**src/rtl/dclk_tx_pkg.sv**
```systemverilog
// Shared link definitions for the dclk transmitter/receiver pair: flit field sizes and the
// two-bit link state codes that both ends use.
package dclk_tx_pkg;

  localparam int unsigned HDR_SZ  = 2;
  localparam int unsigned PL_SZ   = 4;
  localparam int unsigned ADDR_SZ = 2;

  typedef enum logic [1:0] {
    StIdle     = 2'd0,
    StSend     = 2'd1,
    StWaitAck  = 2'd2,
    StWaitFree = 2'd3
  } link_state_e;

endpackage

```
**src/rtl/dclk_sync2.sv**
```systemverilog
// Two-flop synchroniser with synchronous active-high reset; q follows din two clk edges later.
module dclk_sync2 (
  input  logic clk,
  input  logic reset,
  input  logic din,
  output logic q
);

  logic meta_q;

  always_ff @(posedge clk) begin
    if (reset) begin
      meta_q <= 1'b0;
      q      <= 1'b0;
    end else begin
      meta_q <= din;
      q      <= meta_q;
    end
  end

endmodule

```
**src/rtl/dclk_tx.sv**
```systemverilog
// Serialising link transmitter: start bit '1', FLIT_W payload bits LSB-first, then idle '0',
// throttled by the receiver's synchronised busy. Define DCLK_TX_STATS_EN for frame/stall counters.
module dclk_tx
  import dclk_tx_pkg::*;
#(
  parameter int unsigned FLIT_W = HDR_SZ + PL_SZ + ADDR_SZ,
  parameter string       port   = "unknown"
) (
  input  logic              rclk,
  input  logic              reset,
  input  logic [FLIT_W-1:0] item_in,
  input  logic              item_valid,
  output logic              item_ready,
  input  logic              channel_busy,
  output logic              serial_out,
  output logic              tx_busy
`ifdef DCLK_TX_STATS_EN
  ,
  output logic [15:0]       frames_sent,
  output logic [15:0]       stall_cycles
`endif
);

  localparam int unsigned CntW = $clog2(FLIT_W) + 1;
  localparam logic [CntW-1:0] LastCnt = CntW'(FLIT_W - 1);

  // The label only names the instance in debug views; it has no hardware effect.
  if (port == "") begin : g_unlabeled
  end

  link_state_e       state_q;
  logic [FLIT_W-1:0] shift_q;
  logic [CntW-1:0]   cnt_q;
  logic              busy_s;

  dclk_sync2 u_busy_sync (
    .clk   (rclk),
    .reset (reset),
    .din   (channel_busy),
    .q     (busy_s)
  );

  assign item_ready = (state_q == StIdle) && !busy_s;
  assign tx_busy    = (state_q != StIdle);

  always_ff @(posedge rclk) begin
    if (reset) begin
      state_q    <= StIdle;
      serial_out <= 1'b0;
      shift_q    <= '0;
      cnt_q      <= '0;
    end else begin
      unique case (state_q)
        StIdle: begin
          serial_out <= 1'b0;
          if (item_valid && item_ready) begin
            shift_q    <= item_in;
            cnt_q      <= '0;
            serial_out <= 1'b1;
            state_q    <= StSend;
          end
        end
        StSend: begin
          serial_out <= shift_q[0];
          shift_q    <= shift_q >> 1;
          cnt_q      <= cnt_q + 1'b1;
          if (cnt_q == LastCnt) state_q <= StWaitAck;
        end
        // The receiver raises busy on the start bit, so this normally passes straight through.
        StWaitAck: begin
          serial_out <= 1'b0;
          if (busy_s) state_q <= StWaitFree;
        end
        StWaitFree: begin
          serial_out <= 1'b0;
          if (!busy_s) state_q <= StIdle;
        end
        default: begin
          serial_out <= 1'b0;
          state_q    <= StIdle;
        end
      endcase
    end
  end

`ifdef DCLK_TX_STATS_EN
  always_ff @(posedge rclk) begin
    if (reset) begin
      frames_sent  <= '0;
      stall_cycles <= '0;
    end else begin
      if (state_q == StSend && cnt_q == LastCnt) frames_sent <= frames_sent + 16'd1;
      if (item_valid && !item_ready) stall_cycles <= stall_cycles + 16'd1;
    end
  end
`endif

endmodule

```
**config.mk**
```make
export PLATFORM = sky130hd
export DESIGN_NAME = dclk_tx
export DESIGN_NICKNAME = d
export VERILOG_FILES = /design/src/rtl/dclk_tx_pkg.sv /design/src/rtl/dclk_sync2.sv /design/src/rtl/dclk_tx.sv
export SDC_FILE = /design/constraint.sdc
export NUM_CORES = 1
export LEC_CHECK = 0
export CAP_MARGIN = 20
export CORE_ASPECT_RATIO = 0.6
export CORE_MARGIN = 3
export CORE_UTILIZATION = 35
export CTS_BUF_LIST = sky130_fd_sc_hd__clkbuf_2 sky130_fd_sc_hd__clkbuf_4 sky130_fd_sc_hd__clkbuf_8
export DETAILED_ROUTE_END_ITERATION = 8
export SYNTH_ARGS = -nofsm -noshare
export SYNTH_HDL_FRONTEND = slang
export SYNTH_SLANG_ARGS = --single-unit
export TNS_END_PERCENT = 1
```
**constraint.sdc**
```tcl
create_clock -name rclk -period 3.6 [get_ports rclk]
set_input_delay 0.36 -clock rclk [delete_from_list [all_inputs] [get_ports rclk]]
set_output_delay 0.36 -clock rclk [all_outputs]
set_load 0.01 [all_outputs]
```
==> out/results.tsv, run 1 <==
stage	metric	value	unit
sta	layout_setup_ws	1.40	ns
global_routing	antenna_found_initial	0	
die	io_pins	15	
hold_path	holdPathStages	1	
placed_design	io_buffers	14	
worst_setup_path	reg2reg_slack	1.73	ns
worst_setup_path	crit_chain	inv_1 > ha_1 > inv_1 > nor2_1 > clkdlybuf4s50_1	
routing	drc_errors	0	
logic_synthesis	ys_warn_count	0	
cts	cts_tree	yes	
worst_setup_path	cp-startpoint	state_q[0]	
final_layout	diodes	0	
logic_synthesis	ys_seq_area_share	35.5	%
final_layout	utilization	44.8	%
sta	rsz0062_at_grt	no	
sta	setup_viol	0	
die	fp.coreArea	0.00256	mm^2
cts	clk_pin_slew	0.06	ns
cts	clock_latency	0.25	ns
global_routing	grt_overflow	0	
placed_design	post-dp-hpwl	1310	um
hold_path	worstHoldPathType	flop to flop	
sta	fin_skew	0.00259	ns
sta	setup_tns	0	ns
cts	ctsHoldBuffers	0	
global_routing	grt_pass1_vias	695	
routing	drtIter0Drc	26	
logic_synthesis	avgSynthCellArea	9.78	um^2
logic_synthesis	yosysTopAreaCell	dfxtp_1	
cts	numCtsBuffers	3	
worst_setup_path	endpoint	item_ready	
placed_design	post-place-ws	1.67	ns
cts	post_cts_buffers	0	
outcome	status	finished clean	
sta	fin_crit_sh	61.0	%
final_layout	drive_above_1_share	15.3	%
cts	cts-htree-levels	1	
global_routing	grt_max_degree	21	
global_routing	grtUsageTotal	11.7	%
final_layout	final_nets	130	
global_routing	grt_pass1_wl	3040	um
die	die_x	73.6	um
logic_synthesis	synth_top_area_share	35.5	%
worst_setup_path	start_kind	flop	
logic_synthesis	syn_inst	98	
final_layout	final_cells	143	
final_layout	fillers	239	
power	leakage	0.435	nW
sta	post-route-min-period	2.20	ns
placed_design	gp_congestion	0.725	
cts	ctsResizeCount	0	
die	start_util	37.5	%
die	row_count	14	
placed_design	dp.cells	139	
logic_synthesis	ys_top_cells_by_area	dfxtp_1, a211oi_2, mux2i_1	
cts	cts.sinks	17	
die	die_area	0.00342	mm^2
power	p_per_area	687	mW/mm^2
worst_setup_path	crit_type	flop to output pin	
worst_setup_path	worstRegToRegCells	6	
worst_setup_path	crit_arrival	1.84	ns
sta	hold_violations	0	
sta	holdWs	0.461	ns
sta	fmax	455	MHz
power	peakVddDrop	0.256	mV
logic_synthesis	syn_nets	116	
die	die_y	46.5	um
routing	drt_wl_total	1760	um
worst_setup_path	cp.required	3.24	ns
cts	clockBufferDepth	2	
routing	via_per_inst	5.01	
worst_setup_path	cp_common_cell	inv_1	
worst_setup_path	reg2reg_from	state_q[1]	
sta	slew_viol_final	0	
final_layout	syn_to_final_growth	19.6	%
logic_synthesis	synth_cell_types	28	
worst_setup_path	slowest_stage	clkdlybuf4s50_1	
cts	cts-root-buf	clkbuf_8	
worst_setup_path	slowest_delay	0.56	ns
routing	ant_nets	0	
worst_setup_path	cp-end-kind	output pin	
routing	vias	717	
worst_setup_path	crit_fanout	7	
routing	drt-wirelength-per-cell	12.3	um
sta	maxSlewHeadroom	44.3	%
run	drv_cap	0	
sta	max_slew.worst_pin.slew	0.833	ns
logic_synthesis	synth_seq_cells	17	
logic_synthesis	syn_area	958	um^2
worst_setup_path	r2r_end	shift_q[1]	
routing	drt_first_pass_iters	4	
cell usage after synthesis (all sizes together):
cell    count
o21ai       1
buf         4
o31ai       1
clkbuf      1
nor2       14
dfxtp      17
o32ai       1
and3b       1
a211oi      7
nand3b      3
a2111o      1
ha          6
nor3b       1
nand3       6
inv         5
nand2       3
nand2b      5
a21oi       7
mux2i       8
a32oi       1
nor2b       4
a31oi       1
worst min-delay path by stage:
stage,from,endpoint
finish,u_busy_sync.meta_q,u_busy_sync.q
global placement,u_busy_sync.meta_q,u_busy_sync.q
detailed placement,u_busy_sync.meta_q,u_busy_sync.q
CTS,u_busy_sync.meta_q,u_busy_sync.q
floorplan,u_busy_sync.meta_q,u_busy_sync.q
global route,u_busy_sync.meta_q,u_busy_sync.q
routing by layer:
layer,vias to the layer above,wire (um),track usage (%)
met2,8,805,18.8
met4,0,15,2.17
met3,2,68,5.45
li1,366,-,-
met5,-,0,0
met1,341,875,14.6
cells in the final DEF (no fill, tap or decap), types with 2 or more instances in the layout:
master / count
nor2_1: 12
clkbuf_8: 3
nand2b_1: 4
clkdlybuf4s50_1: 14
inv_1: 5
dfxtp_1: 17
a211oi_2: 7
nor2b_1: 4
nor2_4: 2
a21oi_1: 7
mux2i_1: 8
nand3b_1: 2
nand3_1: 6
nand2_1: 2
ha_1: 6
stage by stage:
step           cell area, um^2  power [mW]
2_1_floorplan              958       0.577
3_3_place_gp              1100       0.636
3_5_place_dp              1100       0.647
4_1_cts                   1150       0.797
5_1_grt                   1150       0.848
6_report                  1150       0.787
registers in the layout, summed over array words and instances, names as in the netlist:
| register | cells |
|---|---|
| shift_q | 8 |
| u_busy_sync.q | 1 |
| u_busy_sync.meta_q | 1 |
| cnt_q | 4 |
| state_q | 2 |
| serial_out | 1 |
worst max-delay path, delay by kind of cell (launching register included):
family | cells | cell delay (ns)
adders and majority gates | 1 | 0.34
DFF | 1 | 0.33
and+or+nand+nor | 1 | 0.11
buffers and inverters | 3 | 0.81
power breakdown:
part	total (mW)	switching [mW]	leakage, nW	internal (mW)
clock	0.148	0.0625	0.0262	0.0860
sequential	0.268	0.0325	0.140	0.235
combinational	0.371	0.204	0.269	0.167
kinds of logic after synthesis:
group,after synthesis,share of synthesized area [%]
and+or+nand+nor,37,24.3
AOI/OAI and AO/OA,20,17.8
DFF,17,35.5
buffers and inverters,10,6.27
muxes,8,8.36
adders and majority gates,6,7.83
layout make-up:
| cell class | instances | area, um^2 | share of cell area, % |
|---|---|---|---|
| Tap cell | 32 | 40.0 | 3.49 |
| Clock buffer | 4 | 48.8 | 4.26 |
| Timing Repair Buffer | 14 | 140 | 12.2 |
| Sequential cell | 17 | 340 | 29.7 |
| Multi-Input combinational cell | 71 | 558 | 48.7 |
| Inverter | 5 | 18.8 | 1.64 |
Note: power is estimated with default switching activity, not from simulation.
==> run 2: changes to the inputs <==
==> constraint.sdc (replaced) <==
create_clock -name rclk -period 2.3 [get_ports rclk]
set_input_delay 0.23 -clock rclk [delete_from_list [all_inputs] [get_ports rclk]]
set_output_delay 0.23 -clock rclk [all_outputs]
set_load 0.01 [all_outputs]
==> out/results.tsv, run 2 (synthesis results as in run 1) <==
stage	metric	value	unit
outcome	status	finished clean	
power	peakVddDrop	0.368	mV
power	leakage	0.450	nW
cts	cts_tree	yes	
final_layout	utilization	45.7	%
global_routing	grt_overflow	0	
worst_setup_path	cp.required	2.07	ns
worst_setup_path	reg2reg_slack	0.63	ns
global_routing	grtUsageTotal	12.4	%
cts	cts-htree-levels	1	
sta	hold_violations	0	
die	io_pins	15	
routing	drt_first_pass_iters	4	
worst_setup_path	cp-end-kind	output pin	
final_layout	reg.largest.list	shift_q (8), cnt_q (4), state_q (2)	
die	start_util	37.5	%
sta	maxSlewHeadroom	65.1	%
sta	fin_crit_sh	87.1	%
global_routing	grt_pass1_vias	686	
final_layout	final_nets	133	
worst_setup_path	crit_chain	inv_1 > ha_1 > inv_1 > nor2_1 > clkdlybuf4s50_1	
worst_setup_path	crit_type	flop to output pin	
cts	cts.sinks	17	
power	p_int	774	uW
sta	post-route-min-period	2.00	ns
sta	max_slew.worst_pin.slew	0.523	ns
cts	numCtsBuffers	3	
sta	rsz0062_at_grt	no	
sta	slew_viol_final	0	
die	die_y	46.5	um
power	p_per_area	1060	mW/mm^2
routing	drt-wirelength-per-cell	12.4	um
routing	via_per_inst	4.91	
placed_design	io_buffers	14	
die	row_count	14	
hold_path	holdPathStages	1	
placed_design	post-dp-hpwl	1400	um
cts	clk_pin_slew	0.06	ns
die	die_area	0.00342	mm^2
routing	vias	717	
cts	ctsResizeCount	0	
power	power_frac_clock	18.4	%
power	net-switching-power	463	uW
cts	cts-root-buf	clkbuf_8	
final_layout	layout_commonest_cell	dfxtp_1	
global_routing	grt_pass1_wl	3140	um
placed_design	dp.cells	142	
power	seqPwrFrac	33.8	%
final_layout	drive_above_1_share	17.5	%
final_layout	largest_reg_flops	8	
global_routing	antenna_found_initial	0	
final_layout	largest_register	shift_q	
cts	ctsHoldBuffers	0	
worst_setup_path	cp-startpoint	state_q[0]	
final_layout	diodes	0	
power	switching_share	37.4	%
sta	fin_skew	0.00199	ns
worst_setup_path	crit_arrival	1.77	ns
worst_setup_path	slowest_stage	clkdlybuf4s50_1	
placed_design	gp_congestion	0.769	
worst_setup_path	endpoint	item_ready	
worst_setup_path	worstRegToRegCells	5	
final_layout	final_cells	146	
worst_setup_path	start_kind	flop	
routing	drtIter0Drc	43	
worst_setup_path	r2r_end	shift_q[6]	
routing	ant_nets	0	
sta	setup_tns	0	ns
final_layout	layout_common_cells	dfxtp_1, clkdlybuf4s50_1, nor2_1, mux2i_1	
worst_setup_path	slowest_delay	0.54	ns
sta	fmax	499	MHz
final_layout	syn_to_final_growth	21.9	%
cts	clock_latency	0.25	ns
global_routing	grt_max_degree	16	
worst_setup_path	cp_common_cell	inv_1	
routing	drc_errors	0	
die	fp.coreArea	0.00256	mm^2
cts	post_cts_buffers	0	
die	die_x	73.6	um
hold_path	worstHoldPathType	flop to flop	
sta	setup_viol	0	
worst_setup_path	reg2reg_from	state_q[1]	
routing	drt_wl_total	1810	um
worst_setup_path	crit_fanout	7	
power	p_comb_share	47.7	%
cts	clockBufferDepth	2	
run	drv_cap	0	
==> run 2: cell count changes in the layout (fill, tap and decap cells not counted), sizes merged <==
cell  previous run  this run
buf              0         3
==> run 2: layout make-up <==
class,instances,area [um^2]
tap,32,40.0
inverter,5,18.8
fill,245,1390
sequential,17,340
clock buffer,4,48.8
multi-input combinational,71,558
timing repair buffer,17,163
==> run 2: metrics by stage <==
stage	power (mW)	instance area, um^2	hold WS [ns]	setup WS, ns
finish	1.24	1170	0.456	0.296
global route	1.34	1170	0.469	0.201
CTS	1.26	1170	0.461	0.285
detailed placement	1.02	1120	0.443	0.568
global placement	1.01	1120	0.428	0.617
floorplan	0.903	958	0.358	0.873
==> run 2: worst min path at each step <==
| stage | startpoint | to |
|---|---|---|
| after floorplan | channel_busy | u_busy_sync.meta_q |
| final | u_busy_sync.meta_q | u_busy_sync.q |
| after global routing | u_busy_sync.meta_q | u_busy_sync.q |
| after CTS | u_busy_sync.meta_q | u_busy_sync.q |
| after detailed placement | u_busy_sync.meta_q | u_busy_sync.q |
| after global placement | u_busy_sync.meta_q | u_busy_sync.q |
==> run 2: critical path: cells and delay by family (launching register included) <==
kind | cells | cell delay [ns]
buffers and inverters | 3 | 0.78
DFF | 1 | 0.33
adders and majority gates | 1 | 0.33
and+or+nand+nor | 1 | 0.09
==> run 2: power groups by stage <==
stage | clock [mW] | combinational [mW] | sequential, mW
3_5_place_dp | 0 | 0.596 | 0.425
3_3_place_gp | 0 | 0.590 | 0.421
5_1_grt | 0.249 | 0.656 | 0.430
4_1_cts | 0.239 | 0.599 | 0.419
2_1_floorplan | 0 | 0.488 | 0.415
6_report | 0.228 | 0.590 | 0.419
==> run 2: metal layers <==
layer	global-route usage, %	part of all wire (%)	vias up
met5	0	0	-
met4	4.69	1.2	0
met3	3.92	3.5	2
met2	19.5	46	9
met1	15.9	49	333
li1	-	-	373
==> run 3: changes to the inputs <==
--- a/config.mk
+++ b/config.mk
@@ -11,6 +11,8 @@
 export CORE_UTILIZATION = 35
 export CTS_BUF_LIST = sky130_fd_sc_hd__clkbuf_2 sky130_fd_sc_hd__clkbuf_4 sky130_fd_sc_hd__clkbuf_8
 export DETAILED_ROUTE_END_ITERATION = 8
+export PLACE_DENSITY = 0.56
+export SKIP_CTS_REPAIR_TIMING = 1
 export SYNTH_ARGS = -nofsm -noshare
 export SYNTH_HDL_FRONTEND = slang
 export SYNTH_SLANG_ARGS = --single-unit
==> out/results.tsv, run 3 (synthesis results as in run 1) <==
stage	metric	value	unit
outcome	status	finished clean	
worst_setup_path	slowest_delay	0.54	ns
die	fp.coreArea	0.00256	mm^2
placed_design	io_buffers	14	
global_routing	grt_pass1_vias	616	
global_routing	grt_pass1_wl	2890	um
worst_setup_path	cp_common_cell	inv_1	
power	peakVddDrop	0.523	mV
die	row_count	14	
sta	maxSlewHeadroom	70.4	%
final_layout	syn_to_final_growth	20.9	%
sta	slew_viol_final	0	
final_layout	final_nets	132	
routing	drt_first_pass_iters	4	
die	io_pins	15	
final_layout	largest_reg_flops	8	
final_layout	fillers	248	
placed_design	placed_area	0.00111	mm^2
final_layout	diodes	0	
worst_setup_path	slowest_stage	clkdlybuf4s50_1	
worst_setup_path	start_kind	flop	
die	start_util	37.5	%
worst_setup_path	crit_fanout	7	
global_routing	grt_overflow	0	
routing	vias	690	
sta	fin_skew	0.00322	ns
cts	numCtsBuffers	3	
power	leakage	0.444	nW
worst_setup_path	crit_type	flop to output pin	
sta	rsz0062_at_grt	no	
final_layout	drive_above_1_share	16.8	%
global_routing	grtUsageTotal	11.7	%
placed_design	dp.cells	141	
worst_setup_path	critPathBufInv	3	
hold_path	worstHoldPathType	flop to flop	
worst_setup_path	cp.required	2.07	ns
final_layout	layout_commonest_cell	dfxtp_1	
sta	fin_crit_sh	87.6	%
routing	via_per_inst	4.76	
cts	cts_tree	yes	
sta	max_slew.worst_pin.slew	0.443	ns
final_layout	largest_register	shift_q	
cts	clock_latency	0.25	ns
placed_design	post-dp-hpwl	1300	um
power	p_per_area	1060	mW/mm^2
placed_design	gp_congestion	0.678	
cts	clockBufferDepth	2	
worst_setup_path	critical_path.top_delay_family	buffers and inverters	
routing	drt_wl_total	1740	um
die	die_x	73.6	um
final_layout	finalInstanceArea	0.00116	mm^2
routing	drc_errors	0	
sta	fmax	496	MHz
die	die_y	46.5	um
routing	drt-wirelength-per-cell	12.0	um
cts	clk_pin_slew	0.07	ns
cts	cts-root-buf	clkbuf_8	
sta	hold_violations	0	
cts	cts-htree-levels	1	
worst_setup_path	crit_arrival	1.78	ns
routing	ant_nets	0	
cts	cts.sinks	17	
final_layout	final_cells	145	
sta	setup_tns	0	ns
final_layout	reg.largest.list	shift_q (8), cnt_q (4), state_q (2)	
global_routing	grt_max_degree	18	
die	die_area	0.00342	mm^2
routing	drtIter0Drc	22	
worst_setup_path	cp-end-kind	output pin	
worst_setup_path	crit_chain	inv_1 > ha_1 > inv_1 > nor2_1 > clkdlybuf4s50_1	
global_routing	antenna_found_initial	0	
run	drv_cap	0	
sta	post-route-min-period	2.01	ns
final_layout	layout_common_cells	dfxtp_1, clkdlybuf4s50_1, nor2_1, mux2i_1	
sta	setup_viol	0	
sta	holdWs	0.442	ns
## run 3: report_power, final
group	internal [mW]	total [mW]	leakage (nW)	switching [mW]
Sequential	0.368	0.416	0.140	0.0485
Combinational	0.265	0.588	0.279	0.323
Clock	0.120	0.222	0.0255	0.102
Total	0.753	1.23	0.444	0.474
## run 3: per-stage QoR
step / power (mW) / utilization (%) / worst slack [ns]
after floorplan: 0.903 / - / 0.873
after CTS: 1.25 / 45.3 / 0.265
final: 1.23 / 45.3 / 0.286
after detailed placement: 1.02 / 43.5 / 0.553
after global placement: 1.01 / 43.5 / 0.601
after global routing: 1.33 / 45.3 / 0.161
## run 3: routing by layer
metal	GRT usage (%)	vias up	share of wire [%]
met5	0	-	0
met2	17.4	8	44
met3	5.66	2	4.8
met1	14.7	305	51
met4	4.33	0	0.46
li1	-	375	-
## run 3: final cells by class
type	count	area [um^2]	area share [%]
Multi-Input combinational cell	71	558	48.2
Sequential cell	17	340	29.4
Timing Repair Buffer	16	155	13.4
Clock buffer	3	41.3	3.56
Tap cell	32	40.0	3.46
Inverter	5	18.8	1.62
Clock inverter	1	5.00	0.432
## run 3: worst paths after layout
kind	start	to	slack [ns]	depth (start not counted)
setup / recovery	state_q[0]	item_ready	0.29	5
hold / removal	u_busy_sync.meta_q	u_busy_sync.q	0.44	1
setup reg to reg	state_q[1]	state_q[1]	0.76	6
hold reg to reg	u_busy_sync.meta_q	u_busy_sync.q	0.44	1
